**src/rtl/uart_rx_os.sv**
```systemverilog
// uart_rx_os: 16x-oversampling 8N1 serial receiver feeding the ACIA RX
// data register and status bits. Each bit is decided by a 3-sample majority
// vote around its centre; a low stop bit reports a framing error and the
// receiver then waits out any break condition before hunting for a new start.

module uart_rx_os #(
    parameter int SCW     = 11,
    parameter int sym_cnt = 1667
) (
    input  logic       clk,
    input  logic       reset,
    input  logic       pclk,
    input  logic       rx_serial,
    output logic [7:0] rx_dat,
    output logic       rx_stb,
    output logic       rx_err,
    output logic       rx_busy
);

    // One oversample tick every sym_cnt/16 enabled cycles (truncated).
    localparam int             TICK_LEN = sym_cnt >> 4;
    localparam logic [SCW-1:0] TICK_MAX = SCW'(TICK_LEN - 1);

    typedef enum logic [2:0] {
        S_IDLE,
        S_START,
        S_DATA,
        S_STOP,
        S_BRK
    } state_t;

    state_t         state;
    logic [1:0]     sync;
    logic [SCW-1:0] tick_cnt;
    logic [3:0]     tcnt;
    logic [2:0]     bit_idx;
    logic [7:0]     shift_reg;
    logic           samp7;
    logic           samp8;

    logic rx_s;
    logic tick;
    logic sample_pt;
    logic vote_pt;
    logic vote;

    // Decode the tick wrap, the first cycle of each tcnt value, and the
    // majority of the samples taken at tcnt 7, 8 and 9 of the current bit.
    always_comb begin
        rx_s      = sync[1];
        tick      = (tick_cnt == TICK_MAX);
        sample_pt = (tick_cnt == '0);
        vote_pt   = sample_pt && (tcnt == 4'd9);
        vote      = (samp7 & samp8) | (samp7 & rx_s) | (samp8 & rx_s);
    end

    // Synchronizer, oversample counters, frame state machine and registered
    // outputs; everything freezes when pclk is low so the strobe stretches
    // across disabled cycles and is seen exactly once by an enabled consumer.
    always_ff @(posedge clk) begin
        if (reset) begin
            state     <= S_IDLE;
            sync      <= 2'b11;
            tick_cnt  <= '0;
            tcnt      <= 4'd0;
            bit_idx   <= 3'd0;
            shift_reg <= 8'h00;
            samp7     <= 1'b1;
            samp8     <= 1'b1;
            rx_dat    <= 8'h00;
            rx_stb    <= 1'b0;
            rx_err    <= 1'b0;
            rx_busy   <= 1'b0;
        end else if (pclk) begin
            sync   <= {sync[0], rx_serial};
            rx_stb <= 1'b0;

            if (state == S_IDLE) begin
                tick_cnt <= '0;
                tcnt     <= 4'd0;
            end else if (tick) begin
                tick_cnt <= '0;
                tcnt     <= tcnt + 4'd1;
            end else begin
                tick_cnt <= tick_cnt + 1'b1;
            end

            if (sample_pt && (tcnt == 4'd7)) begin
                samp7 <= rx_s;
            end
            if (sample_pt && (tcnt == 4'd8)) begin
                samp8 <= rx_s;
            end

            case (state)
                S_IDLE: begin
                    if (!rx_s) begin
                        state   <= S_START;
                        rx_busy <= 1'b1;
                    end
                end
                S_START: begin
                    if (vote_pt) begin
                        if (!vote) begin
                            state   <= S_DATA;
                            bit_idx <= 3'd0;
                        end else begin
                            state   <= S_IDLE;
                            rx_busy <= 1'b0;
                        end
                    end
                end
                S_DATA: begin
                    if (vote_pt) begin
                        shift_reg <= {vote, shift_reg[7:1]};
                        if (bit_idx == 3'd7) begin
                            state <= S_STOP;
                        end else begin
                            bit_idx <= bit_idx + 3'd1;
                        end
                    end
                end
                S_STOP: begin
                    if (vote_pt) begin
                        rx_dat <= shift_reg;
                        rx_stb <= 1'b1;
                        rx_err <= ~vote;
                        if (vote) begin
                            state   <= S_IDLE;
                            rx_busy <= 1'b0;
                        end else begin
                            state <= S_BRK;
                        end
                    end
                end
                S_BRK: begin
                    if (rx_s) begin
                        state   <= S_IDLE;
                        rx_busy <= 1'b0;
                    end
                end
                default: begin
                    state   <= S_IDLE;
                    rx_busy <= 1'b0;
                end
            endcase
        end
    end

endmodule

```
**config.mk**
```make
export PLATFORM = sky130hd
export DESIGN_NAME = uart_rx_os
export DESIGN_NICKNAME = d
export VERILOG_FILES = /design/src/rtl/uart_rx_os.sv
export SDC_FILE = /design/constraint.sdc
export NUM_CORES = 1
export LEC_CHECK = 0
export BUFFER_PORTS_ARGS = -buffer_cell sky130_fd_sc_hd__clkbuf_2
export CAP_MARGIN = 40
export CORE_UTILIZATION = 60
export DETAILED_ROUTE_END_ITERATION = 8
export GPL_ROUTABILITY_DRIVEN = 0
export PLACE_DENSITY_LB_ADDON = 0.1
export SLEW_MARGIN = 20
export SYNTH_ARGS = -nofsm -noshare
export SYNTH_HDL_FRONTEND = slang
export SYNTH_SLANG_ARGS = --single-unit
```
**constraint.sdc**
```tcl
create_clock -name clk -period 3.85 [get_ports clk]
set_input_delay 0.385 -clock clk [delete_from_list [all_inputs] [get_ports clk]]
set_output_delay 0.385 -clock clk [all_outputs]
set_load 0.005 [all_outputs]
```
==> results of run 1 <==
==> power breakdown <==
group          switching [mW]  total [mW]  internal, mW
registers             0.00650       0.467         0.461
clock network           0.166       0.305         0.139
logic                  0.0284      0.0464        0.0180
==> critical path: stages (launching register included) <==
cell and delay, ns:
dfxtp_1 0.38, inv_1 0.07, ha_1 0.15, nor4b_4 0.27, nand4_1 0.53, o21ai_0 0.37, a21oi_1 0.09
==> synthesized netlist by cell type (5+ instances only) <==
| cell | count | share of area |
|---|---|---|
| a21oi_1 | 22 | 0.052 |
| clkbuf_1 | 9 | 0.016 |
| dfxtp_1 | 44 | 0.42 |
| ha_1 | 7 | 0.042 |
| inv_1 | 12 | 0.021 |
| mux2i_1 | 5 | 0.024 |
| nand2_1 | 16 | 0.028 |
| nand3_1 | 20 | 0.047 |
| nand4_1 | 8 | 0.024 |
| nor2_1 | 15 | 0.027 |
| nor3_1 | 7 | 0.017 |
| o21ai_0 | 26 | 0.062 |
| xnor2_1 | 7 | 0.029 |
==> metal layers <==
metal	global-route usage	wire length, um
met5	0	0
met4	0.07792	53
met3	0.05672	131
met2	0.3866	1958
met1	0.3064	2006
==> worst paths after layout <==
kind / start / endpoint / slack, ns / depth (start not counted)
hold reg to reg: bit_idx[2] / bit_idx[2] / 0.48 / 2
setup reg to reg: tick_cnt[0] / shift_reg[6] / 1.86 / 6
setup / recovery: tick_cnt[0] / shift_reg[6] / 1.86 / 6
hold / removal: rx_serial / sync[0] / 0.24 / 3
==> cells by family (layout without fill, tap and decap cells) <==
| group | count (synthesis) | in the layout | synth area share |
|---|---|---|---|
| muxes | 7 | 7 | 0.03442 |
| AOI/OAI and AO/OA | 59 | 59 | 0.1579 |
| buffers and inverters | 28 | 36 | 0.05816 |
| and+or+nand+nor | 89 | 89 | 0.2398 |
| xor gates and xnor gates | 11 | 11 | 0.04570 |
| DFF | 44 | 44 | 0.4178 |
| adders and majority gates | 8 | 8 | 0.04629 |
==> cell type report <==
| type | count | area (um2) | share of cell area |
|---|---|---|---|
| Clock buffer | 5 | 37.54 | 0.01663 |
| Inverter | 12 | 45.04 | 0.01996 |
| Sequential cell | 44 | 880.8 | 0.3902 |
| Multi-Input combinational cell | 174 | 1105 | 0.4895 |
| Tap cell | 46 | 57.56 | 0.02550 |
| Timing Repair Buffer | 16 | 85.08 | 0.03769 |
| Clock inverter | 3 | 46.29 | 0.02051 |
==> flow_summary.yaml, run 1 <==
final_layout:
  syn_to_final_growth_pct: 7.062
  fill_cells: 313
  final_area_mm2: 0.002257
  diodes: 0
  finalNonFillerCells: 300
  drive_above_1_share: 0.1339
  nets: 264
  fin_util: 0.6711
  mostFrequentLayoutCells: "dfxtp_1 (44), o21ai_0 (26), a21oi_1 (22)"
  final_common_cell: "dfxtp_1"
  largest_register_ffs: 11
clock_network:
  cts_tree: "built"
  clock-sinks: 44
  clock_tree.buffer_depth: 2
  clock-root-buffer: "clkbuf_4"
  post_cts.repair.setup_buffers: 0
  holdBufCountCts: 0
  cts_resized: 0
  numCtsBuffers: 5
  htreeDepth: 2
  cts.clk_slew.worst_paths_ns: 0.14
  clock_latency_ns: 0.37
placement:
  numPortBuffers: 14
  hpwlAfterDp_um: 2758
  dpl_cell_area_mm2: 0.002173
  dp.cells: 292
  dp_slack_ns: 1.832
floorplan:
  die_h_um: 61.28
  dieWidth_um: 61.28
  core_mm2: 0.003363
  dieArea_mm2: 0.003755
  num_rows: 21
  initial_utilization: 0.6269
  design.portCount: 15
synthesis:
  ys_seq_area_frac: 0.4178
  synth_edf_count: 0
  synthesis.nets: 257
  yosys_warnings: 0
  synthFlopType: "dfxtp_1"
  yosysUniqueCellTypes: 45
  ys_seq_elements: 44
  syn-cell-area_mm2: 0.002108
  synth_cells: 246
  synthArstFlopShare: 0
  syn_area_per_cell_um2: 8.570
worst_setup_path:
  start_kind: "flop"
  critPathKind: "reg -> reg"
  required_ns: 4.09
  endpoint_kind: "flop"
  cp_max_fo: 17
  arrival_ns: 2.23
global_route:
  antenna_found_initial: 0
  grtUsageTotal: 0.2362
  grt_start_max_net_pins: 28
  grt_pass1_wl_um: 6513
  grt_remaining_overflow: 0
  grt_pass1_vias: 1452
detailed_routing:
  drt_first_iter_violations: 145
  wl_um: 4150
  wl_per_cell_um: 13.83
  num_vias: 1732
  ant_nets: 0
  via_per_inst: 5.773
  first_pass_iters: 4
  drc_errors: 0
timing:
  min_period_ns: 1.987
  slew_headroom: 0.6047
  finalSetupTns_ns: 0
  rsz0062_at_grt: "no"
  setup_viol_count_final: 0
  fin_crit_sh: 0.5161
  hold_violations: 0
  fmax_ghz: 0.5033
  hold_ws_ns: 0.2430
  slew_violations: 0
  worst_pin_slew_ns: 0.5884
  finClkSkew_ns: 0.01072
  setup_ws_ns: 1.863
hold_path:
  hold_class: "in -> reg"
run_status:
  status: "finished clean"
pwr:
  power_density_mw_per_mm2: 362.4
  ir_drop_v: 0.0003686
  power_leakage_nw: 0.8150
  finalPower_uw: 818.1
flow_run:
  drv_cap: 0
(Power assumes the default switching activity.)
==> run 2, diff against run 1 <==
--- a/config.mk
+++ b/config.mk
@@ -5,9 +5,10 @@
 export SDC_FILE = /design/constraint.sdc
 export NUM_CORES = 1
 export LEC_CHECK = 0
+export ABC_AREA = 1
 export BUFFER_PORTS_ARGS = -buffer_cell sky130_fd_sc_hd__clkbuf_2
 export CAP_MARGIN = 40
-export CORE_UTILIZATION = 60
+export CORE_UTILIZATION = 53
 export DETAILED_ROUTE_END_ITERATION = 8
 export GPL_ROUTABILITY_DRIVEN = 0
 export PLACE_DENSITY_LB_ADDON = 0.1
==> constraint.sdc (replaced) <==
create_clock -name clk -period 1.79 [get_ports clk]
set_input_delay 0.179 -clock clk [delete_from_list [all_inputs] [get_ports clk]]
set_output_delay 0.179 -clock clk [all_outputs]
set_load 0.005 [all_outputs]
==> flow_summary.yaml, run 2 <==
worst_setup_path:
  arrival_ns: 1.77
  crit_top_cell: "nand2_1"
  startpoint: "tick_cnt[0]"
  cp_max_fo: 6
  start_kind: "flop"
  endpoint_kind: "flop"
  r2r-end: "bit_idx[0]"
  timing.rr.start: "tick_cnt[0]"
  rrSetupSlack_ns: 0.23
  cp_slowest_cell: "dfxtp_1"
  cp_slowest_stage_delay_ns: 0.34
  required_ns: 2.00
  path_cells: "inv_1 -> ha_1 -> inv_1 -> nor2_1 -> nand2_1 -> nor2_2 -> nand4_4 -> nand2_1 -> nand3_1 -> nand2_1 -> nor2_1"
  reg2regPathDepth: 11
  critPathKind: "reg -> reg"
timing:
  min_period_ns: 1.559
  rsz0062_at_grt: "no"
  worst_pin_slew_ns: 0.2998
  slew_violations: 0
  fmax_ghz: 0.6415
  setup_viol_count_final: 0
  hold_violations: 0
  finClkSkew_ns: 0.006873
  slew_headroom: 0.7999
  hold_ws_ns: 0.08691
  finalSetupTns_ns: 0
  fin_crit_sh: 0.8709
detailed_routing:
  drt_first_iter_violations: 98
  wl_per_cell_um: 11.78
  wl_um: 4312
  drc_errors: 0
  num_vias: 1888
  ant_nets: 0
  first_pass_iters: 4
  via_per_inst: 5.158
global_route:
  grt_remaining_overflow: 0
  grt_start_max_net_pins: 20
  grt_pass1_wl_um: 7583
  grtUsageTotal: 0.2285
  grt_pass1_vias: 1728
  antenna_found_initial: 0
run_status:
  status: "finished clean"
clock_network:
  clock-root-buffer: "clkbuf_8"
  numCtsBuffers: 5
  holdBufCountCts: 0
  cts_tree: "built"
  clock_tree.buffer_depth: 2
  clock_latency_ns: 0.31
  cts.clk_slew.worst_paths_ns: 0.09
  clock-sinks: 44
  cts_resized: 0
  htreeDepth: 2
  post_cts.repair.setup_buffers: 0
final_layout:
  drive_above_1_share: 0.1730
  largest_register_ffs: 11
  final_common_cell: "nor2_1"
  diodes: 0
  syn_to_final_growth_pct: 11.03
  nets: 328
  fill_cells: 361
  finalNonFillerCells: 366
  mostFrequentLayoutCells: "nor2_1 (68), nand2_1 (49), dfxtp_1 (44)"
placement:
  dp.cells: 358
  hpwlAfterDp_um: 3045
  numPortBuffers: 14
synthesis:
  synth_edf_count: 0
  synth_area_leader_cell: "dfxtp_1"
  synth_cells: 298
  synthTopCellsByArea: "dfxtp_1 (41%), nor2_1 (12%), nand2_1 (8.5%)"
  ys_seq_area_frac: 0.4088
  synth_common_cells: "nor2_1 (68), nand2_1 (49), dfxtp_1 (44), inv_1 (23)"
  synthArstFlopShare: 0
  yosys_warnings: 0
  syn-cell-area_mm2: 0.002155
  ys_seq_elements: 44
  synthFlopType: "dfxtp_1"
  synth_most_common_cell: "nor2_1"
  yosysUniqueCellTypes: 32
  synthesis.nets: 309
  netlist.area_leader.share: 0.4088
  syn_area_per_cell_um2: 7.230
hold_path:
  hold_class: "in -> reg"
  hold_path_depth: 3
  min_from: "rx_serial"
  whs_endpoint: "sync[0]"
pwr:
  power_leakage_nw: 1.100
  ir_drop_v: 0.0004640
  power_density_mw_per_mm2: 801.8
floorplan:
  die_h_um: 65.76
  design.portCount: 15
  initial_utilization: 0.5713
  num_rows: 22
  dieWidth_um: 65.76
  dieArea_mm2: 0.004324
  core_mm2: 0.003771
flow_run:
  drv_cap: 0
==> run 2: changes by cell type in the layout (fill, tap and decap cells not counted), moves of 7 or more <==
cell	change
nor2_1	+53
nand2_2	+7
o21ai_1	+7
nand2_1	+33
nor2_2	+8
inv_1	+11
a21oi_1	-8
o21ai_0	-8
xnor2_1	-7
==> run 2: layout make-up <==
type | instances | area, um2 | share of cell area
Clock buffer | 5 | 68.82 | 0.02877
Clock inverter | 3 | 46.29 | 0.01935
Inverter | 27 | 102.6 | 0.04289
Multi-Input combinational cell | 222 | 1141 | 0.4770
Sequential cell | 44 | 880.8 | 0.3682
Tap cell | 48 | 60.06 | 0.02510
Timing Repair Buffer | 17 | 92.59 | 0.03870
==> run 2: kinds of logic (layout without fill, tap and decap cells) <==
group,Yosys count,in the layout,share of synthesized area
buf+inv,32,52,0.06155
compound gates,43,43,0.1080
fa+ha+maj,7,7,0.04065
flops,44,44,0.4088
simple gates,169,169,0.3688
xor+xnor,3,3,0.01220
==> run 2: power breakdown <==
| part | total (mW) | switching, mW | internal, mW | leakage [nW] |
|---|---|---|---|---|
| Combinational | 0.120 | 0.0817 | 0.0385 | 0.690 |
| Sequential | 0.998 | 0.00927 | 0.989 | 0.355 |
| Clock | 0.800 | 0.379 | 0.421 | 0.0548 |
==> run 2: how the worst max path moves through the flow <==
stage                             to  slack (ns)  cells past startpoint
final                     bit_idx[0]        0.23                     11
after floorplan           bit_idx[0]        0.39                     11
after global routing      bit_idx[2]        0.04                     11
after detailed placement      rx_err        0.23                     11
after CTS                     rx_err        0.22                     11
after global placement        rx_err        0.29                     11
==> run 2: per-stage QoR <==
step | area [um2] | util | setup WS [ns] | power, mW
finish | 2392 | 0.6344 | 0.2312 | 1.918
floorplan | 2155 | - | 0.3932 | 1.113
CTS | 2392 | 0.6344 | 0.2236 | 1.934
global route | 2392 | 0.6344 | 0.04292 | 1.987
detailed placement | 2277 | 0.6038 | 0.2283 | 1.141
global placement | 2277 | 0.6038 | 0.2908 | 1.140
==> run 2: metal layers <==
metal  part of all wire  routed length (um)  vias up  track usage
met5                  0                   0        -            0
met4              0.014                  59        0      0.08152
met3              0.047                 201        6      0.05556
met2               0.44                1913       40       0.3584
met1               0.50                2138      854       0.3018
li1                   -                   -      988            -
==> run 2: critical path: cells and delay by family, from the launching register on <==
kind	cells	cell delay (ns)
and+or+nand+nor	8	0.83
DFF	1	0.34
adders and majority gates	1	0.16
buffers and inverters	2	0.12
